--- src/rtl/egress_interface.sv ---
// Egress interface: turns one command packet plus its data beats from the layer
// engine into a single SAP master write, then returns a status packet.
`ifndef NIF_MASTER_CMD_WRREQ
`define NIF_MASTER_CMD_WRREQ 4'h1
`endif

module egress_interface #(
  parameter int C_PACKET_WIDTH = 128,
  parameter int C_FIFO_DEPTH   = 16
) (
  input  logic                      clk,
  input  logic                      rst,
  input  logic                      ext_input_valid,
  output logic                      ext_input_accept,
  input  logic [C_PACKET_WIDTH-1:0] ext_input_payload,
  output logic                      ext_output_valid,
  input  logic                      ext_output_accept,
  output logic [C_PACKET_WIDTH-1:0] ext_output_payload,
  output logic                      master_request,
  input  logic                      master_request_ack,
  input  logic                      master_request_complete,
  input  logic [6:0]                master_request_error,
  output logic [3:0]                master_request_type,
  output logic [63:0]               master_request_local_address,
  output logic [35:0]               master_request_length,
  output logic                      master_dataout_src_rdy,
  input  logic                      master_dataout_dst_rdy,
  output logic [127:0]              master_dataout
);

  // state     | meaning
  // IDLE      | waiting for a command packet
  // REQUEST   | master_request held until ack; data intake open
  // STREAM    | FIFO drains onto the write-data stream
  // WAIT_DONE | all beats sent, waiting for completion
  // RESPOND   | status packet offered until accepted
  typedef enum logic [4:0] {
    S_IDLE      = 5'b00001,
    S_REQUEST   = 5'b00010,
    S_STREAM    = 5'b00100,
    S_WAIT_DONE = 5'b01000,
    S_RESPOND   = 5'b10000
  } state_t;

  localparam int AW = $clog2(C_FIFO_DEPTH);
  localparam logic [AW:0] PTR_ONE = {{AW{1'b0}}, 1'b1};

  state_t       state, state_nxt;
  logic [63:0]  addr_q;
  logic [35:0]  len_q;
  logic [32:0]  beat_cnt_q, beats_in_q, beats_out_q;
  logic         sticky_q;
  logic [6:0]   sticky_err_q;
  logic         err_flag_q;
  logic [6:0]   err_code_q;
  logic [AW:0]  wr_ptr_q, rd_ptr_q;
  logic [127:0] fifo_mem [C_FIFO_DEPTH];

  logic [63:0]  cmd_addr;
  logic [35:0]  cmd_len;
  logic [36:0]  cmd_len_rnd;
  logic         fifo_empty, fifo_full;
  logic         accept_int, req_int, src_rdy_int, out_valid_int;
  logic         push, pop;
  logic [6:0]   done_err;

  assign cmd_addr    = ext_input_payload[127:64];
  assign cmd_len     = ext_input_payload[63:28];
  assign cmd_len_rnd = {1'b0, cmd_len} + 37'd15;

  assign fifo_empty = (wr_ptr_q == rd_ptr_q);
  assign fifo_full  = (wr_ptr_q[AW] != rd_ptr_q[AW]) &&
                      (wr_ptr_q[AW-1:0] == rd_ptr_q[AW-1:0]);

  // a sticky completion from REQUEST/STREAM takes priority over a live one
  assign done_err = sticky_q ? sticky_err_q : master_request_error;

  always_comb begin
    state_nxt     = state;
    accept_int    = 1'b0;
    req_int       = 1'b0;
    src_rdy_int   = 1'b0;
    out_valid_int = 1'b0;
    case (state)
      S_IDLE: begin
        accept_int = 1'b1;
        if (ext_input_valid)
          state_nxt = (cmd_len == 36'd0) ? S_RESPOND : S_REQUEST;
      end
      S_REQUEST: begin
        req_int    = 1'b1;
        accept_int = !fifo_full && (beats_in_q < beat_cnt_q);
        if (master_request_ack)
          state_nxt = S_STREAM;
      end
      S_STREAM: begin
        accept_int  = !fifo_full && (beats_in_q < beat_cnt_q);
        src_rdy_int = !fifo_empty;
        if (src_rdy_int && master_dataout_dst_rdy &&
            (beats_out_q + 33'd1 == beat_cnt_q))
          state_nxt = S_WAIT_DONE;
      end
      S_WAIT_DONE: begin
        if (master_request_complete || sticky_q)
          state_nxt = S_RESPOND;
      end
      S_RESPOND: begin
        out_valid_int = 1'b1;
        if (ext_output_accept)
          state_nxt = S_IDLE;
      end
      default: state_nxt = S_IDLE;
    endcase
  end

  assign push = rst && ((state == S_REQUEST) || (state == S_STREAM)) &&
                ext_input_valid && accept_int;
  assign pop  = rst && src_rdy_int && master_dataout_dst_rdy;

  always_ff @(posedge clk) begin
    if (!rst) begin
      state        <= S_IDLE;
      addr_q       <= '0;
      len_q        <= '0;
      beat_cnt_q   <= '0;
      beats_in_q   <= '0;
      beats_out_q  <= '0;
      sticky_q     <= 1'b0;
      sticky_err_q <= '0;
      err_flag_q   <= 1'b0;
      err_code_q   <= '0;
      wr_ptr_q     <= '0;
      rd_ptr_q     <= '0;
    end else begin
      state <= state_nxt;
      if (push) begin
        wr_ptr_q   <= wr_ptr_q + PTR_ONE;
        beats_in_q <= beats_in_q + 33'd1;
      end
      if (pop) begin
        rd_ptr_q    <= rd_ptr_q + PTR_ONE;
        beats_out_q <= beats_out_q + 33'd1;
      end
      case (state)
        S_IDLE: begin
          if (ext_input_valid) begin
            addr_q     <= cmd_addr;
            len_q      <= cmd_len;
            beat_cnt_q <= cmd_len_rnd[36:4];
            err_flag_q <= (cmd_len == 36'd0);
            err_code_q <= (cmd_len == 36'd0) ? 7'h7F : 7'h00;
          end
        end
        S_REQUEST, S_STREAM: begin
          if (master_request_complete && !sticky_q) begin
            sticky_q     <= 1'b1;
            sticky_err_q <= master_request_error;
          end
        end
        S_WAIT_DONE: begin
          if (master_request_complete || sticky_q) begin
            err_code_q <= done_err;
            err_flag_q <= (done_err != 7'd0);
          end
        end
        S_RESPOND: begin
          if (ext_output_accept) begin
            beats_in_q  <= '0;
            beats_out_q <= '0;
            sticky_q    <= 1'b0;
            wr_ptr_q    <= '0;
            rd_ptr_q    <= '0;
          end
        end
        default: ;
      endcase
    end
  end

  always_ff @(posedge clk) begin
    if (push)
      fifo_mem[wr_ptr_q[AW-1:0]] <= ext_input_payload[127:0];
  end

  // every output is forced low while reset is held
  assign ext_input_accept             = rst && accept_int;
  assign master_request               = rst && req_int;
  assign master_dataout_src_rdy       = rst && src_rdy_int;
  assign ext_output_valid             = rst && out_valid_int;
  assign master_request_type          = (rst && req_int) ? `NIF_MASTER_CMD_WRREQ : 4'd0;
  assign master_request_local_address = (rst && req_int) ? addr_q : 64'd0;
  assign master_request_length        = (rst && req_int) ? len_q : 36'd0;
  assign master_dataout               = (rst && (state == S_STREAM)) ?
                                        fifo_mem[rd_ptr_q[AW-1:0]] : 128'd0;

  always_comb begin
    ext_output_payload = '0;
    if (rst && out_valid_int)
      ext_output_payload[127:0] = {addr_q, len_q, 20'd0, err_flag_q, err_code_q};
  end

  logic unused_bits;
  assign unused_bits = ^{ext_input_payload[27:0], cmd_len_rnd[3:0]};

  if (C_PACKET_WIDTH > 128) begin : g_wide
    logic unused_upper;
    assign unused_upper = ^ext_input_payload[C_PACKET_WIDTH-1:128];
  end

endmodule

--- config.mk ---
export PLATFORM = sky130hd
export DESIGN_NAME = egress_interface
export DESIGN_NICKNAME = d
export VERILOG_FILES = /design/src/rtl/egress_interface.sv
export SDC_FILE = /design/constraint.sdc
export NUM_CORES = 2
export LEC_CHECK = 0
export CAP_MARGIN = 10
export CORE_ASPECT_RATIO = 1.2
export CORE_MARGIN = 2
export CORE_UTILIZATION = 55
export CTS_BUF_LIST = sky130_fd_sc_hd__clkbuf_8
export CTS_CLUSTER_SIZE = 25
export DETAILED_ROUTE_END_ITERATION = 6
export PLACE_DENSITY = 0.74
export SKIP_CTS_REPAIR_TIMING = 1
export SLEW_MARGIN = 20
export SYNTH_ARGS = -nofsm -noshare
export SYNTH_HDL_FRONTEND = slang
export SYNTH_SLANG_ARGS = --single-unit
--- constraint.sdc ---
create_clock -name clk -period 53.7 [get_ports clk]
set_clock_uncertainty 0.1 [all_clocks]
set_input_delay 8.055 -clock clk [delete_from_list [all_inputs] [get_ports clk]]
set_output_delay 8.055 -clock clk [all_outputs]
set_load 0.01 [all_outputs]
==> results.json <==
{
  "fin_ws_ns": 34.99,
  "r2r_end": "fifo_mem[4][57]",
  "synthArstFlopShare_pct": 0,
  "internal-power_mw": 2.62,
  "synth.cell_area_mm2": 0.0905,
  "drt-wirelength-per-cell_um": 28.1,
  "cellPowerDensity_mw_per_mm2": 32.1,
  "worst_hold_path.num_cells": 2,
  "edff_count_synth": 2048,
  "grt_pass1_wl_mm": 318,
  "drt.antenna.violating_nets": 0,
  "leakagePower_nw": 32.6,
  "final_cell_mix": "sky130_fd_sc_hd__edfxtp_1, sky130_fd_sc_hd__mux4_2, sky130_fd_sc_hd__clkdlybuf4s50_1",
  "crit_path_max_incr_delay_ns": 0.83,
  "ys_ff_latch": 2278,
  "insertion_delay_ns": 1.06,
  "worst-path-max-fanout": 88,
  "critical_path.slowest_cell": "sky130_fd_sc_hd__and3_4",
  "rsz0062_at_grt": "false",
  "cpLargestDelayFamily": "buffers and inverters",
  "p_sw_uw": 709,
  "portBuffers": 482,
  "place_ws_ns": 34.91,
  "timing.reg2reg.worst_path_depth": 12,
  "detail_route.iter0.violations": 5389,
  "criticalPathCategory": "in -> out",
  "fin_util_pct": 63.4,
  "crit-reg2reg-launch": "rd_ptr_q[0]",
  "cp.buffers_inverters": 3,
  "die-width_um": 374,
  "p_sw_share_pct": 21.3,
  "clock_tree_from_tritoncts": "built",
  "min_period_ns": 18.71,
  "cts.sink_count": 2278,
  "grt_start_max_net_pins": 144,
  "die_area_mm2": 0.168,
  "route.vias.total": 47900,
  "startpoint_type": "primary input",
  "core-area_mm2": 0.164,
  "hold_start": "addr_q[33]",
  "clock_tree.root_cell": "sky130_fd_sc_hd__clkbuf_8",
  "timing.critical_path.required_ns": 45.55,
  "timing.setup.tns_ns": 0,
  "max_slew_margin_pct": 22.5,
  "synth.avg_cell_area_um2": 19.2,
  "cp_cell_sequence": "buf_4, and3_4, buf_12, and2_1, clkdlybuf4s50_1",
  "fmaxAchievable_mhz": 53.4,
  "grt_antenna_before_repair": 19,
  "route.detailed.vias_per_inst": 6.18,
  "power.ir.vdd_worst_mv": 0.0185,
  "report.final.hold_viol_count": 0,
  "grtUsageTotal_pct": 26.1,
  "htreeDepth": 5,
  "cts_made_buffers": 347,
  "pin_count": 506,
  "min-delay-path-class": "reg -> reg",
  "dp_hpwl_mm": 121,
  "mostFrequentLayoutCell": "sky130_fd_sc_hd__edfxtp_1",
  "critical_path_cell_count": 5,
  "firstDrtPassIters": 5,
  "fraction_of_power_consumed_by_sequential_logic_pct": 58.5,
  "end_kind": "primary output",
  "totalPowerFinal_mw": 3.33,
  "worst-r2r-setup-slack_ns": 46.84,
  "clock_transition_time_at_the_flip_flop_clock_pins_of_the_worst_setup_and_hold_paths_ns": 0.06,
  "totalWireLength_mm": 218,
  "synthesis.instances": 4712,
  "gp_congestion": 0.844,
  "clockPowerShare_pct": 38.7,
  "n_fill_cell": 11300,
  "cp.arrival_ns": 10.56,
  "final_layout_size_suffix_gt1_share_pct": 21.0,
  "drcViolationCount": 0,
  "whs_ns": 0.364,
  "power.combinational.fraction_pct": 2.8,
  "final-max-slew-violation-count": 0,
  "worst_slew_pin_slew_ns": 1.16,
  "min_period_over_period_pct": 34.8,
  "cts_max_path_buffers": 4,
  "max_cap_violations": 0,
  "y_dimension_of_the_die_um": 448,
  "fp-row-count": 163,
  "yosysSeqAreaShare_pct": 73.0,
  "startpoint": "rst",
  "grt_pass1_vias": 48900,
  "globalRouteOverflowTotal": 0,
  "ys.warnings.count": 0,
  "initial_utilization_pct": 55.2,
  "crit_path_capture": "master_request_local_address[7]",
  "outcome": "finished, final reports clean",
  "synthToLayoutAreaGrowth_pct": 14.9,
  "postSynth.topFlopCell": "sky130_fd_sc_hd__edfxtp_1",
  "setup-violations-final": 0,
  "ys_types": 60,
  "nets": 5546
}
worst min-delay path by stage:
stage | to
after detailed placement | addr_q[33]
after floorplan | addr_q[0]
after CTS | addr_q[33]
final | addr_q[33]
after global routing | err_code_q[6]
after global placement | addr_q[25]
state kept, by name, summed over array words and instances, names as in the netlist, 7 cells and up:
| name | count |
|---|---|
| sticky_err_q | 7 |
| beat_cnt_q | 33 |
| beats_in_q | 33 |
| fifo_mem | 2048 |
| err_code_q | 7 |
| len_q | 36 |
| addr_q | 64 |
| beats_out_q | 33 |
cells in the mapped netlist (14+ instances only):
cell	count	area share [%]
sky130_fd_sc_hd__edfxtp_1	2048	68
sky130_fd_sc_hd__mux4_2	640	16
sky130_fd_sc_hd__nand2_1	270	1.1
sky130_fd_sc_hd__dfxtp_1	230	5.1
sky130_fd_sc_hd__clkbuf_1	220	0.91
sky130_fd_sc_hd__a21oi_1	173	0.96
sky130_fd_sc_hd__nor2b_1	136	0.94
sky130_fd_sc_hd__and3_1	128	0.88
sky130_fd_sc_hd__and2_1	109	0.75
sky130_fd_sc_hd__nor2_1	108	0.45
sky130_fd_sc_hd__xor2_1	62	0.60
sky130_fd_sc_hd__xnor2_1	56	0.54
sky130_fd_sc_hd__inv_1	55	0.23
sky130_fd_sc_hd__o21ai_0	53	0.29
sky130_fd_sc_hd__buf_1	45	0.19
sky130_fd_sc_hd__nand3_1	41	0.23
sky130_fd_sc_hd__ha_1	39	0.54
sky130_fd_sc_hd__nand4_1	37	0.26
sky130_fd_sc_hd__a211oi_1	31	0.26
sky130_fd_sc_hd__or3_1	27	0.19
sky130_fd_sc_hd__buf_4	24	0.20
sky130_fd_sc_hd__nor3_1	23	0.13
sky130_fd_sc_hd__and4_1	19	0.18
sky130_fd_sc_hd__nor4_1	18	0.12
sky130_fd_sc_hd__mux2i_1	17	0.19
sky130_fd_sc_hd__o31ai_1	14	0.12
worst reg2reg max path, delay by kind of cell, from the launching register on:
family | cells | cell delay [ns]
xor gates and xnor gates | 1 | 0.21
and+or+nand+nor | 4 | 1.58
AOI/OAI and AO/OA | 3 | 1.28
buffers and inverters | 4 | 2.23
DFF | 1 | 1.01
final cells by class:
type,instances,area [um2],area share (%)
sequential,2278,66100,63.6
inverter,56,215,0.207
antenna,3,7.51,0.00722
timing repair buffer,579,5680,5.46
clock inverter,236,1160,1.12
multi-input combinational,2103,23100,22.3
tap,2145,2680,2.58
clock buffer,361,4970,4.78
routing by layer:
metal	GRT usage (%)	wire length [um]	vias up
met1	34.4	82700	25000
met3	5.56	18100	393
li1	-	-	20300
met2	43.5	110000	2291
met4	9.43	6950	18
met5	0	99	-
power groups by stage:
stage               clock network, mW  logic (mW)  registers, mW
global placement                    0      0.0899           1.99
detailed placement                  0      0.0932           1.99
CTS                              1.31      0.0934           1.95
finish                           1.29      0.0939           1.95
floorplan                           0      0.0403           1.98
global route                     1.39       0.102           1.95
metrics by stage:
stage                     cells  cell area [um2]
final                      7761           104000
after global placement     7159            97800
after floorplan            4734            90600
after detailed placement   7159            97800
after CTS                  7756           104000
after global routing       7761           104000
logic make-up (layout without fill, tap and decap cells):
family	after synthesis	after routing	share of synthesized area, %
flip-flops	2278	2278	73.0
AND/OR/NAND/NOR	953	953	5.58
multiplexers	657	657	16.1
buffers and inverters	353	1232	1.57
AO/OA/AOI/OAI	313	313	2.00
XOR/XNOR	118	118	1.14
adder cells (fa/ha/maj)	39	39	0.539
other	1	26	0.00414
Power figures use the tool's default switching activity.
